<file path="src/rtl/pri_sel_pkg.sv">
// ---------------------------------------------------------------------------
// pri_sel_pkg
// Shared definitions for the priority-select pipeline:
//   selMode_e : request mode encodings (fixed-low, fixed-high, round-robin,
//               OR-merge)
//   occ_e     : occupancy states of the two-entry output buffer
//   wrapIdx   : channel-index helper, (base + offset) wrapped into 0..n-1
// ---------------------------------------------------------------------------
package pri_sel_pkg;

    typedef enum logic [1:0] {
        MODE_LOW  = 2'b00,
        MODE_HIGH = 2'b01,
        MODE_RR   = 2'b10,
        MODE_OR   = 2'b11
    } selMode_e;

    typedef enum logic [1:0] {
        OCC_EMPTY = 2'd0,
        OCC_ONE   = 2'd1,
        OCC_FULL  = 2'd2
    } occ_e;

    // Both base and offset are always below n, so one subtraction is enough
    // to bring the sum back into range.
    function automatic int wrapIdx(input int base, input int offset, input int n);
        int sum;
        sum = base + offset;
        if (sum >= n) begin
            sum = sum - n;
        end
        return sum;
    endfunction

endpackage

</file>
<file path="src/rtl/skid_buf.sv">
// ---------------------------------------------------------------------------
// skid_buf
// Two-entry in-order output buffer with a registered push-side ready.
// Ports:
//   clk, rst_n     : clock, asynchronous active-low reset
//   push_valid_i   : producer offers push_data_i
//   push_ready_o   : registered; high whenever at least one entry is free
//   push_data_i    : payload to store
//   pop_valid_o    : buffer holds at least one entry
//   pop_ready_i    : consumer takes the head entry this cycle
//   pop_data_o     : head entry, held stable until popped
// ---------------------------------------------------------------------------
module skid_buf
    import pri_sel_pkg::*;
#(
    parameter int PW = 8
) (
    input  logic          clk,
    input  logic          rst_n,
    input  logic          push_valid_i,
    output logic          push_ready_o,
    input  logic [PW-1:0] push_data_i,
    output logic          pop_valid_o,
    input  logic          pop_ready_i,
    output logic [PW-1:0] pop_data_o
);

    occ_e          occ_q, occ_d;
    logic [PW-1:0] head_q, head_d;
    logic [PW-1:0] tail_q, tail_d;
    logic          ready_q, ready_d;
    logic          push;
    logic          pop;

    assign push         = push_valid_i & ready_q;
    assign pop          = (occ_q != OCC_EMPTY) & pop_ready_i;
    assign push_ready_o = ready_q;
    assign pop_valid_o  = (occ_q != OCC_EMPTY);
    assign pop_data_o   = head_q;

    // Occupancy and entry update. The head register always drives the
    // output, so a pop with a second entry present shifts tail into head.
    // Ready is computed from the next occupancy and registered, which keeps
    // the consumer's ready off any combinational path to the producer.
    always_comb begin
        occ_d  = occ_q;
        head_d = head_q;
        tail_d = tail_q;
        case (occ_q)
            OCC_EMPTY: begin
                if (push) begin
                    head_d = push_data_i;
                    occ_d  = OCC_ONE;
                end
            end
            OCC_ONE: begin
                if (push && pop) begin
                    head_d = push_data_i;
                end else if (push) begin
                    tail_d = push_data_i;
                    occ_d  = OCC_FULL;
                end else if (pop) begin
                    occ_d  = OCC_EMPTY;
                end
            end
            OCC_FULL: begin
                if (pop) begin
                    head_d = tail_q;
                    occ_d  = OCC_ONE;
                end
            end
            default: begin
                occ_d = OCC_EMPTY;
            end
        endcase
        ready_d = (occ_d != OCC_FULL);
    end

    // State registers; reset empties the buffer and holds ready low until
    // the first edge after reset is released.
    always_ff @(posedge clk or negedge rst_n) begin
        if (!rst_n) begin
            occ_q   <= OCC_EMPTY;
            head_q  <= '0;
            tail_q  <= '0;
            ready_q <= 1'b0;
        end else begin
            occ_q   <= occ_d;
            head_q  <= head_d;
            tail_q  <= tail_d;
            ready_q <= ready_d;
        end
    end

endmodule

</file>
<file path="src/rtl/pri_sel_pipe.sv">
// ---------------------------------------------------------------------------
// pri_sel_pipe
// Picks one of NCH data channels (or ORs them together) under a per-request
// mask and mode, and presents the result one cycle later through a
// two-entry output buffer.
// Ports:
//   clk, rst_n : clock, asynchronous active-low reset
//   in_valid   : request present;  in_ready : request accepted when both high
//   in_mode    : 00 fixed-low, 01 fixed-high, 10 round-robin, 11 OR-merge
//   in_mask    : per-channel enable
//   in_data    : channel c in bits [c*W +: W]
//   out_valid  : result present;   out_ready : result consumed when both high
//   out_data   : selected or merged data
//   out_ch     : winning channel index (lowest enabled index in OR-merge)
//   out_none   : no channel was enabled
// ---------------------------------------------------------------------------
module pri_sel_pipe
    import pri_sel_pkg::*;
#(
    parameter int NCH = 4,
    parameter int W   = 8,
    parameter int CW  = $clog2(NCH)
) (
    input  logic             clk,
    input  logic             rst_n,
    input  logic             in_valid,
    output logic             in_ready,
    input  logic [1:0]       in_mode,
    input  logic [NCH-1:0]   in_mask,
    input  logic [NCH*W-1:0] in_data,
    output logic             out_valid,
    input  logic             out_ready,
    output logic [W-1:0]     out_data,
    output logic [CW-1:0]    out_ch,
    output logic             out_none
);

    localparam int PW = W + CW + 1;

    logic          accept;
    logic          anySet;
    logic [CW-1:0] lowSel;
    logic [CW-1:0] highSel;
    logic [CW-1:0] rrSel;
    logic [CW-1:0] winCh;
    logic [W-1:0]  orData;
    logic [W-1:0]  winData;
    logic [W-1:0]  resData;
    logic [CW-1:0] resCh;
    logic          resNone;
    logic [CW-1:0] rrPtr_q, rrPtr_d;
    logic [PW-1:0] popData;

    assign accept = in_valid & in_ready;
    assign anySet = |in_mask;

    // Candidate winners for every mode plus the OR-merge value. Each loop
    // runs so that the preferred channel is visited last and overwrites any
    // earlier hit. The round-robin search walks offsets from the pointer
    // downward, so the first set bit at or above the pointer wins.
    always_comb begin
        lowSel  = '0;
        highSel = '0;
        rrSel   = '0;
        orData  = '0;
        for (int i = NCH - 1; i >= 0; i--) begin
            if (in_mask[i]) begin
                lowSel = CW'(i);
            end
        end
        for (int i = 0; i < NCH; i++) begin
            if (in_mask[i]) begin
                highSel = CW'(i);
                orData  = orData | in_data[i*W +: W];
            end
        end
        for (int k = NCH - 1; k >= 0; k--) begin
            for (int j = 0; j < NCH; j++) begin
                if ((j == wrapIdx(int'(rrPtr_q), k, NCH)) && in_mask[j]) begin
                    rrSel = CW'(j);
                end
            end
        end
    end

    // Mode mux and the all-zero-mask override. With nothing enabled every
    // mode reports none with zero data and channel.
    always_comb begin
        case (selMode_e'(in_mode))
            MODE_LOW:  winCh = lowSel;
            MODE_HIGH: winCh = highSel;
            MODE_RR:   winCh = rrSel;
            default:   winCh = lowSel;
        endcase
        winData = '0;
        for (int i = 0; i < NCH; i++) begin
            if (CW'(i) == winCh) begin
                winData = in_data[i*W +: W];
            end
        end
        resNone = ~anySet;
        resCh   = anySet ? winCh : '0;
        if (!anySet) begin
            resData = '0;
        end else if (selMode_e'(in_mode) == MODE_OR) begin
            resData = orData;
        end else begin
            resData = winData;
        end
    end

    // The round-robin pointer only moves on an accepted round-robin request
    // that actually found a winner; it then points just past that winner.
    always_comb begin
        rrPtr_d = rrPtr_q;
        if (accept && (selMode_e'(in_mode) == MODE_RR) && anySet) begin
            rrPtr_d = CW'(wrapIdx(int'(rrSel), 1, NCH));
        end
    end

    // Round-robin pointer register; reset restarts the rotation at channel 0.
    always_ff @(posedge clk or negedge rst_n) begin
        if (!rst_n) begin
            rrPtr_q <= '0;
        end else begin
            rrPtr_q <= rrPtr_d;
        end
    end

    skid_buf #(
        .PW(PW)
    ) uOutBuf (
        .clk         (clk),
        .rst_n       (rst_n),
        .push_valid_i(in_valid),
        .push_ready_o(in_ready),
        .push_data_i ({resNone, resCh, resData}),
        .pop_valid_o (out_valid),
        .pop_ready_i (out_ready),
        .pop_data_o  (popData)
    );

    assign {out_none, out_ch, out_data} = popData;

endmodule

</file>
<file path="config.mk">
export PLATFORM = sky130hd
export DESIGN_NAME = pri_sel_pipe
export DESIGN_NICKNAME = d
export VERILOG_FILES = /design/src/rtl/pri_sel_pkg.sv /design/src/rtl/skid_buf.sv /design/src/rtl/pri_sel_pipe.sv
export SDC_FILE = /design/constraint.sdc
export NUM_CORES = 1
export LEC_CHECK = 0
export ABC_AREA = 1
export CAP_MARGIN = 20
export CORE_MARGIN = 1
export CORE_UTILIZATION = 30
export DETAILED_ROUTE_END_ITERATION = 12
export DONT_BUFFER_PORTS = 1
export PLACE_DENSITY_LB_ADDON = 0.05
export SYNTH_ARGS = -nofsm -noshare
export SYNTH_HDL_FRONTEND = slang
export SYNTH_SLANG_ARGS = --single-unit
</file>
<file path="constraint.sdc">
create_clock -name clk -period 2.06 [get_ports clk]
set_input_delay 0.412 -clock clk [delete_from_list [all_inputs] [get_ports clk]]
set_output_delay 0.412 -clock clk [all_outputs]
set_load 0.01 [all_outputs]
</file>
Word-level counts from Yosys, hierarchy flattened
Index checks and enable logic that the tools add are counted.
W data, S select, Z words.
Operators by class
  shift-type cells: 0
  bitwise gates (word level): 7
  reduce and logical (&&, ||, !) cells: 28
  divide/modulo/power cells: 0
  $add $sub $neg: 9
  eq/ne operators: 24
  order comparisons: 5
  multiplexer cells: 49
  $mul: 0
Operators by type and width (count)
  $eq A3 B32 Y1 const A: 8
  $eq A2 B32 Y1 const A: 4
  $mux W32: 4
  $logic_not A32 Y1: 3
  $mux W8: 10
  $mux W2: 27
  $mux W11: 3
  $pmux W11 S3: 1
  $or A8 B8 Y8: 3
  $logic_and A1 B1 Y1: 18
  $ge A3 B3 Y1 const B: 4
  $sub A3 B3 Y4 const B: 3
  $add A2 B1 Y3 const B: 2
  $add A2 B2 Y3 const B: 2
  $eq A2 B2 Y1 const B: 3
  $pmux W2 S3: 1
  $eq A2 B1 Y1 const B: 2
  $eq A2 B2 Y1 const A: 2
  $logic_not A2 Y1: 2
  $ne A2 B1 Y1 const B: 2
  $ne A2 B2 Y1 const B: 2
  $pmux W2 S2: 1
  $reduce_and A4 Y1: 1
  $reduce_or A4 Y1: 1
  other kinds (10): 13
Word-level totals
  memories kept: 0
  logic and storage cells: 127
  bits in latches: 0
  memory bits (read-only): 0
  bits in registers: 27
  RAM bits: 0
  bits of input ports: 42

Logic depth before layout (Yosys ltp)
Gate-level depths: netlist (run 1).
  depth in word-level cells: 30
  depth in mapped cells: 29

By module
Synthesis (run 1) repeated with hierarchy kept, for this count alone.
Unflattened totals
  cells, all modules: 354
  area, all modules: 2255.9 µm²
Modules (own cells, without submodules)
  skid_buf: times used 1, cells an instance 150, area each 1171.1 µm²
  pri_sel_pipe: times used 1, cells an instance 204, area each 1084.8 µm²

Least setup slack after synthesis (run 1)
Ideal clock, no wire load.
  path kind: reg-to-reg
  start point: register rrPtr_q[1]
  end point: register uOutBuf.head_q[7], in the netlist uOutBuf.pop_data_o[7]
  setup slack: -0.079 ns
  setup time: 0.116 ns
  data arrival time: 2.023 ns
  cell stages (with the launch flop): 29
  required time: 1.944 ns
  clock period less this slack: 2.139 ns
  path through: dfrtp_1 -> buf_6 -> nor2_8 -> nand2_2 -> nand2_1 -> nand2_1 -> nand2_1 -> nand2_1 -> nand2_1 -> nand2_1 -> nand2_1 -> nand2_1 -> nand2_1 -> nand2_1 -> nand2_1 -> nand2_1 -> nand2_2 -> nand2_1 -> nand2_1 -> nand2_2 -> nand2_4 -> buf_6 -> o21ai_1 -> nand3_1 -> nand2_1 -> nand2_1 -> nand2_1 -> nand2_1 -> nand2_1
On the way
  longest elaborated chain between the ends: 30
  elaborated cells on any way between the ends: 74
Ends and longest elaborated chain
  start: declaration: RTL line pri_sel_pipe.sv:51  | logic [CW-1:0] rrPtr_q, rrPtr_d;
  start signal: assignment: RTL line pri_sel_pipe.sv:126  | rrPtr_q <= rrPtr_d;
  $add A2 B2 Y3: RTL line pri_sel_pkg.sv:28  | sum = base + offset;
  $sub A3 B3 Y4 / $ge A3 B3 Y1 (equally long branches): RTL line pri_sel_pkg.sv:30, pri_sel_pkg.sv:29
  $mux W32
  $eq A2 B32 Y1: RTL line pri_sel_pipe.sv:79  | if ((j == wrapIdx(int'(rrPtr_q), k, NCH)) && in_mask[j]) begin
  $logic_and A1 B1 Y1: RTL line pri_sel_pipe.sv:79
  $mux W1: RTL line pri_sel_pipe.sv:79
  $mux W2 (13 in series): RTL line pri_sel_pipe.sv:79
  $mux W2 (*): RTL line pri_sel_pipe.sv:79
  $pmux W2 S2 (*): RTL line pri_sel_pipe.sv:89  | case (selMode_e'(in_mode))
  $logic_not A2 Y1: RTL line pri_sel_pipe.sv:97  | if (CW'(i) == winCh) begin
  $mux W8 (3 in series): RTL line pri_sel_pipe.sv:97
  $mux W8 (*): RTL line pri_sel_pipe.sv:97
  $mux W8 (*): RTL line pri_sel_pipe.sv:105  | end else if (selMode_e'(in_mode) == MODE_OR) begin
  $mux W8 (*): RTL line pri_sel_pipe.sv:103  | if (!anySet) begin
  $mux W11, on equally long branches: RTL line skid_buf.sv:57, skid_buf.sv:51
  $pmux W11 S3 (*): RTL line skid_buf.sv:49  | case (occ_q)
  end signal: assignment: RTL line skid_buf.sv:84  | head_q <= '0;
  end signal: assignment: RTL line skid_buf.sv:89  | head_q <= head_d;
  end: declaration: RTL line skid_buf.sv:29  | logic [PW-1:0] head_q, head_d;
Mark *: on every way between the ends. The rest lies on a longest branch, timed or not. The select of a mux whose other input is x is not followed.
A chain may end at the register's enable or synchronous reset.

Worst setup path in the final report (run 1)
  start point: register rrPtr_q[1]
  end point: register uOutBuf.head_q[0], in the netlist uOutBuf.pop_data_o[0]
The elaborated chain is that of the path after synthesis.

==> results of run 1 <==
==> final cells by class <==
class / count / area [um2]
clock buffers: 3 / 41.3
clock inverters: 1 / 5.00
fillers: 799 / 4200
inverters: 40 / 150
multi-input cells: 257 / 1270
flip-flops and latches: 27 / 677
well taps: 96 / 120
repair buffers: 41 / 362
==> flip-flops by register name, indices dropped and copies added, names as in the netlist <==
register              cells
uOutBuf.push_ready_o      1
uOutBuf.occ_q             2
uOutBuf.tail_q           11
rrPtr_q                   2
uOutBuf.pop_data_o       11
==> Yosys cell counts, types with 2 or more instances <==
master / n / area, um2
buf_6: 3 / 33.8
a22oi_1: 4 / 30.0
ha_1: 3 / 37.5
clkbuf_1: 7 / 26.3
nor2_1: 24 / 90.1
nand3_2: 3 / 30.0
dfrtp_1: 27 / 676
o21ai_0: 21 / 105
a221oi_1: 2 / 17.5
nand4_1: 8 / 50.1
o211ai_1: 6 / 45.0
inv_1: 38 / 143
nand3_1: 32 / 160
buf_2: 6 / 30.0
nand2_1: 122 / 458
a21oi_1: 18 / 90.1
nand2_2: 3 / 18.8
o21ai_1: 6 / 30.0
==> power by group <==
part / total [uW] / internal, uW / switching [uW]
combinational: 1720 / 815 / 908
clock: 304 / 136 / 169
sequential: 996 / 772 / 224
==> cells by family (layout without fill, tap and decap cells) <==
kind of cell,Yosys count,in the layout,share of synthesized area
fa+ha+maj,3,3,0.0176
buf+inv,57,85,0.116
compound gates,59,59,0.155
simple gates,195,195,0.395
flops,27,27,0.316
==> final timing paths <==
path / startpoint / end / slack, ns / cells past startpoint
min: out_ready / uOutBuf.push_ready_o / 0.30 / 2
max in group asynchronous: rst_n / rrPtr_q[0] / 1.33 / 2
max reg2reg: rrPtr_q[1] / uOutBuf.pop_data_o[0] / -0.25 / 28
max: rrPtr_q[1] / uOutBuf.pop_data_o[0] / -0.25 / 28
min reg2reg: uOutBuf.tail_q[7] / uOutBuf.tail_q[7] / 0.50 / 2
min in group asynchronous: rst_n / rrPtr_q[0] / 0.57 / 2
==> what timing repair did <==
action,4_1_cts,5_1_grt
setup buffers,7,2
hold endpoints to repair,27,0
hold buffers,2,0
pin swaps,10,4
endpoints found under the setup margin,18,20
resized for setup,26,8
==> cells in the final DEF, fill, tap and decap left out, drive strengths merged, types with 2 or more instances in the layout <==
master / count
nand2: 126
o211ai: 6
nor2: 25
a21oi: 18
clkinv: 2
dfrtp: 27
a221oi: 2
inv: 39
nand4: 8
a22oi: 4
nand3: 35
o21ai: 27
ha: 3
clkbuf: 3
buf: 40
==> stage by stage <==
| stage | cell area, um2 | util |
|---|---|---|
| after floorplan | 2140 | - |
| after global placement | 2400 | 0.351 |
| after detailed placement | 2400 | 0.351 |
| after CTS | 2590 | 0.380 |
| after global routing | 2630 | 0.385 |
| final | 2630 | 0.385 |
==> critical path: cells and delay by family (launching register included) <==
family / cells / cell delay, ns
buf+inv: 2 / 0.28
flops: 1 / 0.41
simple gates: 25 / 1.45
compound gates: 1 / 0.08
==> metal layers <==
metal | global-route usage | wire length [um]
met1 | 0.244 | 2930
met3 | 0.0324 | 338
met5 | 0 | 0
met4 | 0.0212 | 18
met2 | 0.316 | 3140
==> impl_results.md, run 1 <==
* Worst setup margin at -0.249 ns
* Port Buf Inserts at 0
* Worst path most repeated cell: nand2_1
* Crit share post-route at 1.12
* DRC errors left at 0
* Hold Crit Class: in -> reg
* Seq/Total Area, Yosys at 0.316
* H-tree levels at 1
* Syn nets at 386
* Synth cell types at 26
* Mapped Area at 0.00214 mm2
* Min cycle time layout at 2.31 ns
* Setup crit start kind: flop
* Max Cap Violations at 0
* # nets final at 415
* DR vias at 2,263
* Critical Path End Type: flop
* Num CTS Buffers at 3
* Core area at 0.00683 mm2
* Hold WS at 0.299 ns
* Yosys warnings at 0
* Num Clock Sinks at 27
* Pre-antenna DRT Iters at 4
* Largest net degree at the start of global routing at 28
* Root buf cell: clkbuf_8
* Maximum vdd drop at 0.000546 V
* Status: finished with violations
* Die Y-Extent at 86.4 um
* Top_reg_cell synth: dfrtp_1
* Die area at 0.00746 mm2
* Worst Skew at 0.00630 ns
* Post-Syn Area per Cell at 6.26 um2
* Max-slew violation count at 0
* Number of synthesized register bits at 27
* P&R area growth vs syn at 23.1%
* Max clock buf depth at 2
* Leakage at 0.00141 uW
* Req. time, crit path at 2.23 ns
* Final non-filler cell total at 465
* Vias in the first global route at 2,248
* GRT overflow at 0
* Pre-CTS WS at -0.357 ns
* Slowest CP cell: dfrtp_1
* Placer Congestion at 0.791
* Syn Inst Count at 341
* Unrepaired setup endpoints after global routing: true
* # setup viols final at 19
* IO Count at 55
* Clock Pin Slew Worst Setup and Hold Paths at 0.10 ns
* Remaining antenna violation count after routing at 0
* WL final at 6430 um
* Initial antenna violation count at 0
* Crit path kind: reg -> reg
* Dpl cells at 450
* Later-pin clock latency in the skew report at 0.27 ns
* Slew HR at 0.724
* Initial core utilization at 0.313
* Final total power at 3020 uW
* Wire per inst at 13.8 um
* Cell row count at 30
* Die X at 86.4 um
* All-Layer GR Usage at 0.182
* Asr flop ratio synth at 1.00
* Failing checks: setup timing
* DPL Wire Length at 4820 um
* Initial DRC count at 92
* Fmax at 433 MHz
* Post-synth EDFFs at 0
* Layout cells sized above 1 at 0.192
* Actual slew at the worst max-slew pin at 0.411 ns
* Avg Vias per Cell at 4.87
* Worst-path maximum fanout at 8
* CP arrival at 2.48 ns
* Ant. Diodes at 0
* First-pass GRT wire length at 10,800 um
* Pwr/cell area at 1150 mW/mm2
* CTS tree: done
* Final Hold Viols at 0
* TNS Setup at -3.67 ns
* Slowest cell delay on critical path at 0.41 ns
No activity file was read; power rests on OpenSTA's default activity.
==> run 2, diff against run 1 <==
- TNS_END_PERCENT: default -> 50
==> run 2 against run 1 <==
  * The run still ends with setup timing left
  * Setup slack worse by 0.063 ns
  * Critical endpoint is now uOutBuf.tail_q[3]
  * Die area unchanged
  * Clock power up 3%
  * Combinational power up 19%
  * Register-to-register slack worse by 0.06 ns
  * Critical path depth down 2
  * Sequential power about the same
  * First-iteration DRC count up 3.3%
  * Clock skew down 0.0032 ns
  * Fmax down 2.7%
==> impl_results.md, run 2 (synthesis results as in run 1) <==
* Final Hold Viols at 0 (unchanged)
* Final instance area at 0.00280 mm2 (was 0.00263 mm2)
* Critical Path End Type: flop (unchanged)
* P&R area growth vs syn at 31.1% (was 23.1%)
* Placed cell area at 0.00236 mm2 (was 0.00240 mm2)
* Hold Crit Class: in -> reg (unchanged)
* Clock Pin Slew Worst Setup and Hold Paths at 0.10 ns (about the same)
* Crit path kind: reg -> reg (unchanged)
* GRT overflow at 0 (unchanged)
* Reg2Reg Setup Slack at -0.31 ns (was -0.25 ns)
* Crit share post-route at 1.15 (was 1.12)
* CTS tree: done (unchanged)
* Initial DRC count at 95 (was 92)
* Final non-filler cell total at 474 (was 465)
* Register area at 678 um2 (was 677 um2)
* DRC errors left at 0 (unchanged)
* # nets final at 424 (was 415)
* Initial antenna violation count at 0 (unchanged)
* Fmax at 422 MHz (was 433 MHz)
* Min cycle time layout at 2.37 ns (was 2.31 ns)
* Finished Core Util at 0.410 (was 0.385)
* Die area at 0.00746 mm2 (unchanged)
* First-pass GRT wire length at 11,000 um (was 10,800 um)
* Max Cap Violations at 0 (unchanged)
* Setup crit start kind: flop (unchanged)
* H-tree levels at 1 (unchanged)
* Avg Vias per Cell at 4.86 (was 4.87)
* TNS Setup at -4.28 ns (was -3.67 ns)
* Max clock buf depth at 2 (unchanged)
* Later-pin clock latency in the skew report at 0.28 ns (was 0.27 ns)
* Ant. Diodes at 0 (unchanged)
* Die Y-Extent at 86.4 um (unchanged)
* Critical Path End: uOutBuf.tail_q[3] (was uOutBuf.pop_data_o[0])
* Pwr/cell area at 1200 mW/mm2 (was 1150 mW/mm2)
* Multi-input gate area in the final layout at 0.00140 mm2 (was 0.00127 mm2)
* Actual slew at the worst max-slew pin at 0.672 ns (was 0.411 ns)
* Remaining antenna violation count after routing at 0 (unchanged)
* Maximum vdd drop at 0.000348 V (was 0.000546 V)
* Placer Congestion at 0.794 (was 0.791)
* CP Launch Point: rrPtr_q[1] (unchanged)
* Most frequent cells in the layout: nand2_1, inv_1, buf_4 (was nand2_1, inv_1, nand3_1, buf_4, dfrtp_1)
* Leakage at 0.00147 uW (was 0.00141 uW)
* Initial core utilization at 0.313 (unchanged)
* Dpl cells at 447 (was 450)
* Worst r2r path cells at 26 (was 28)
* Pre-antenna DRT Iters at 4 (unchanged)
* Num Clock Sinks at 27 (unchanged)
* All-Layer GR Usage at 0.188 (was 0.182)
* Cell row count at 30 (unchanged)
* DR vias at 2,305 (was 2,263)
* Worst setup margin at -0.312 ns (was -0.249 ns)
* Reg2reg start: rrPtr_q[1] (unchanged)
* Layout cells sized above 1 at 0.259 (was 0.192)
* Worst reg2reg path endpoint: uOutBuf.tail_q[3] (was uOutBuf.pop_data_o[0])
* CP arrival at 2.58 ns (was 2.48 ns)
* WL final at 6880 um (was 6430 um)
* Wire per inst at 14.5 um (was 13.8 um)
* Slew HR at 0.551 (was 0.724)
* Max-slew violation count at 0 (unchanged)
* FILL cells at 792 (was 799)
* Unrepaired setup endpoints after global routing: true (unchanged)
* Req. time, crit path at 2.27 ns (was 2.23 ns)
* Worst-path maximum fanout at 5 (was 8)
* Failing checks: setup timing (unchanged)
* Vias in the first global route at 2,225 (was 2,248)
* Die X at 86.4 um (unchanged)
* Core area at 0.00683 mm2 (unchanged)
* Root buf cell: clkbuf_8 (unchanged)
* Num CTS Buffers at 3 (unchanged)
* Port Buf Inserts at 0 (unchanged)
* Final total power at 3370 uW (was 3020 uW)
* Hold path startpoint: out_ready (unchanged)
* Status: finished with violations (unchanged)
* # setup viols final at 20 (was 19)
* Largest net degree at the start of global routing at 28 (unchanged)
* IO Count at 55 (unchanged)
* DPL Wire Length at 4770 um (was 4820 um)
* Most common cell after layout, fill and taps aside: nand2_1 (unchanged)
* Worst Skew at 0.00313 ns (was 0.00630 ns)
run 2: cell count changes in the layout (fill, tap and decap cells not counted), moves of 3 or more:
cell and delta:
nand2_2 +6, buf_6 +3, buf_4 +4, nand2_1 -8, nand3_2 +4, nand3_1 -4
run 2: final cells by class:
class	count	area share
Clock buffer	3	0.0147
Clock inverter	1	0.00179
Inverter	40	0.0536
Multi-Input combinational cell	259	0.498
Sequential cell	27	0.242
Tap cell	96	0.0429
Timing Repair Buffer	48	0.147
run 2: metrics by stage:
| stage | hold slack (ns) | setup WS, ns |
|---|---|---|
| 3_5_place_dp | 0.117 | -0.424 |
| 6_report | 0.297 | -0.312 |
| 2_1_floorplan | 0.116 | -0.0790 |
| 5_1_grt | 0.300 | -0.557 |
| 4_1_cts | 0.294 | -0.278 |
| 3_3_place_gp | 0.117 | -0.399 |
run 2: report_power, final:
group | leakage, uW | internal (uW) | switching, uW | total, uW
clock network | 0.0000255 | 136 | 177 | 313
logic | 0.00111 | 1010 | 1030 | 2050
registers | 0.000333 | 774 | 239 | 1010
total | 0.00147 | 1920 | 1450 | 3370
run 2: how the worst min path moves through the flow:
stage                           endpoint  slack (ns)  cells after the start
finish              uOutBuf.push_ready_o        0.30                      2
global route        uOutBuf.push_ready_o        0.30                      2
CTS                 uOutBuf.push_ready_o        0.29                      2
detailed placement            rrPtr_q[1]        0.12                      0
global placement              rrPtr_q[1]        0.12                      0
floorplan                     rrPtr_q[0]        0.12                      0
run 2: layer usage:
metal / global-route usage / share of wire / wire length (um)
met1: 0.247 / 0.46 / 3160
met2: 0.333 / 0.50 / 3410
met3: 0.0352 / 0.041 / 280
met4: 0.0197 / 0.0049 / 34
met5: 0 / 0 / 0
run 2: worst max-delay path: stages, from the launching register on:
cell	delay, ns
dfrtp_2	0.48
buf_6	0.14
nand3_2	0.05
nand2_1	0.05
nand2_1	0.05
nand2_1	0.04
nand2_1	0.05
nand2_1	0.04
nand2_1	0.05
nand2_1	0.04
nand2_1	0.05
nand2_1	0.04
nand2_1	0.07
nand2_2	0.07
nand2_2	0.06
nand2_2	0.06
nand2_2	0.07
nand2_4	0.07
nand2_8	0.12
buf_6	0.13
o211ai_1	0.08
nand2_1	0.07
nand2_1	0.05
nand2_1	0.07
nand2_2	0.06
buf_4	0.13
o21ai_2	0.10
run 2: repair_timing:
action,in CTS,in global routing
gates resized for setup,29,35
endpoints found under the setup margin,20,22
hold endpoints to repair,27,0
buffers inserted,12,5
pin swaps,9,14
gates cloned,3,1
hold buffers,2,0
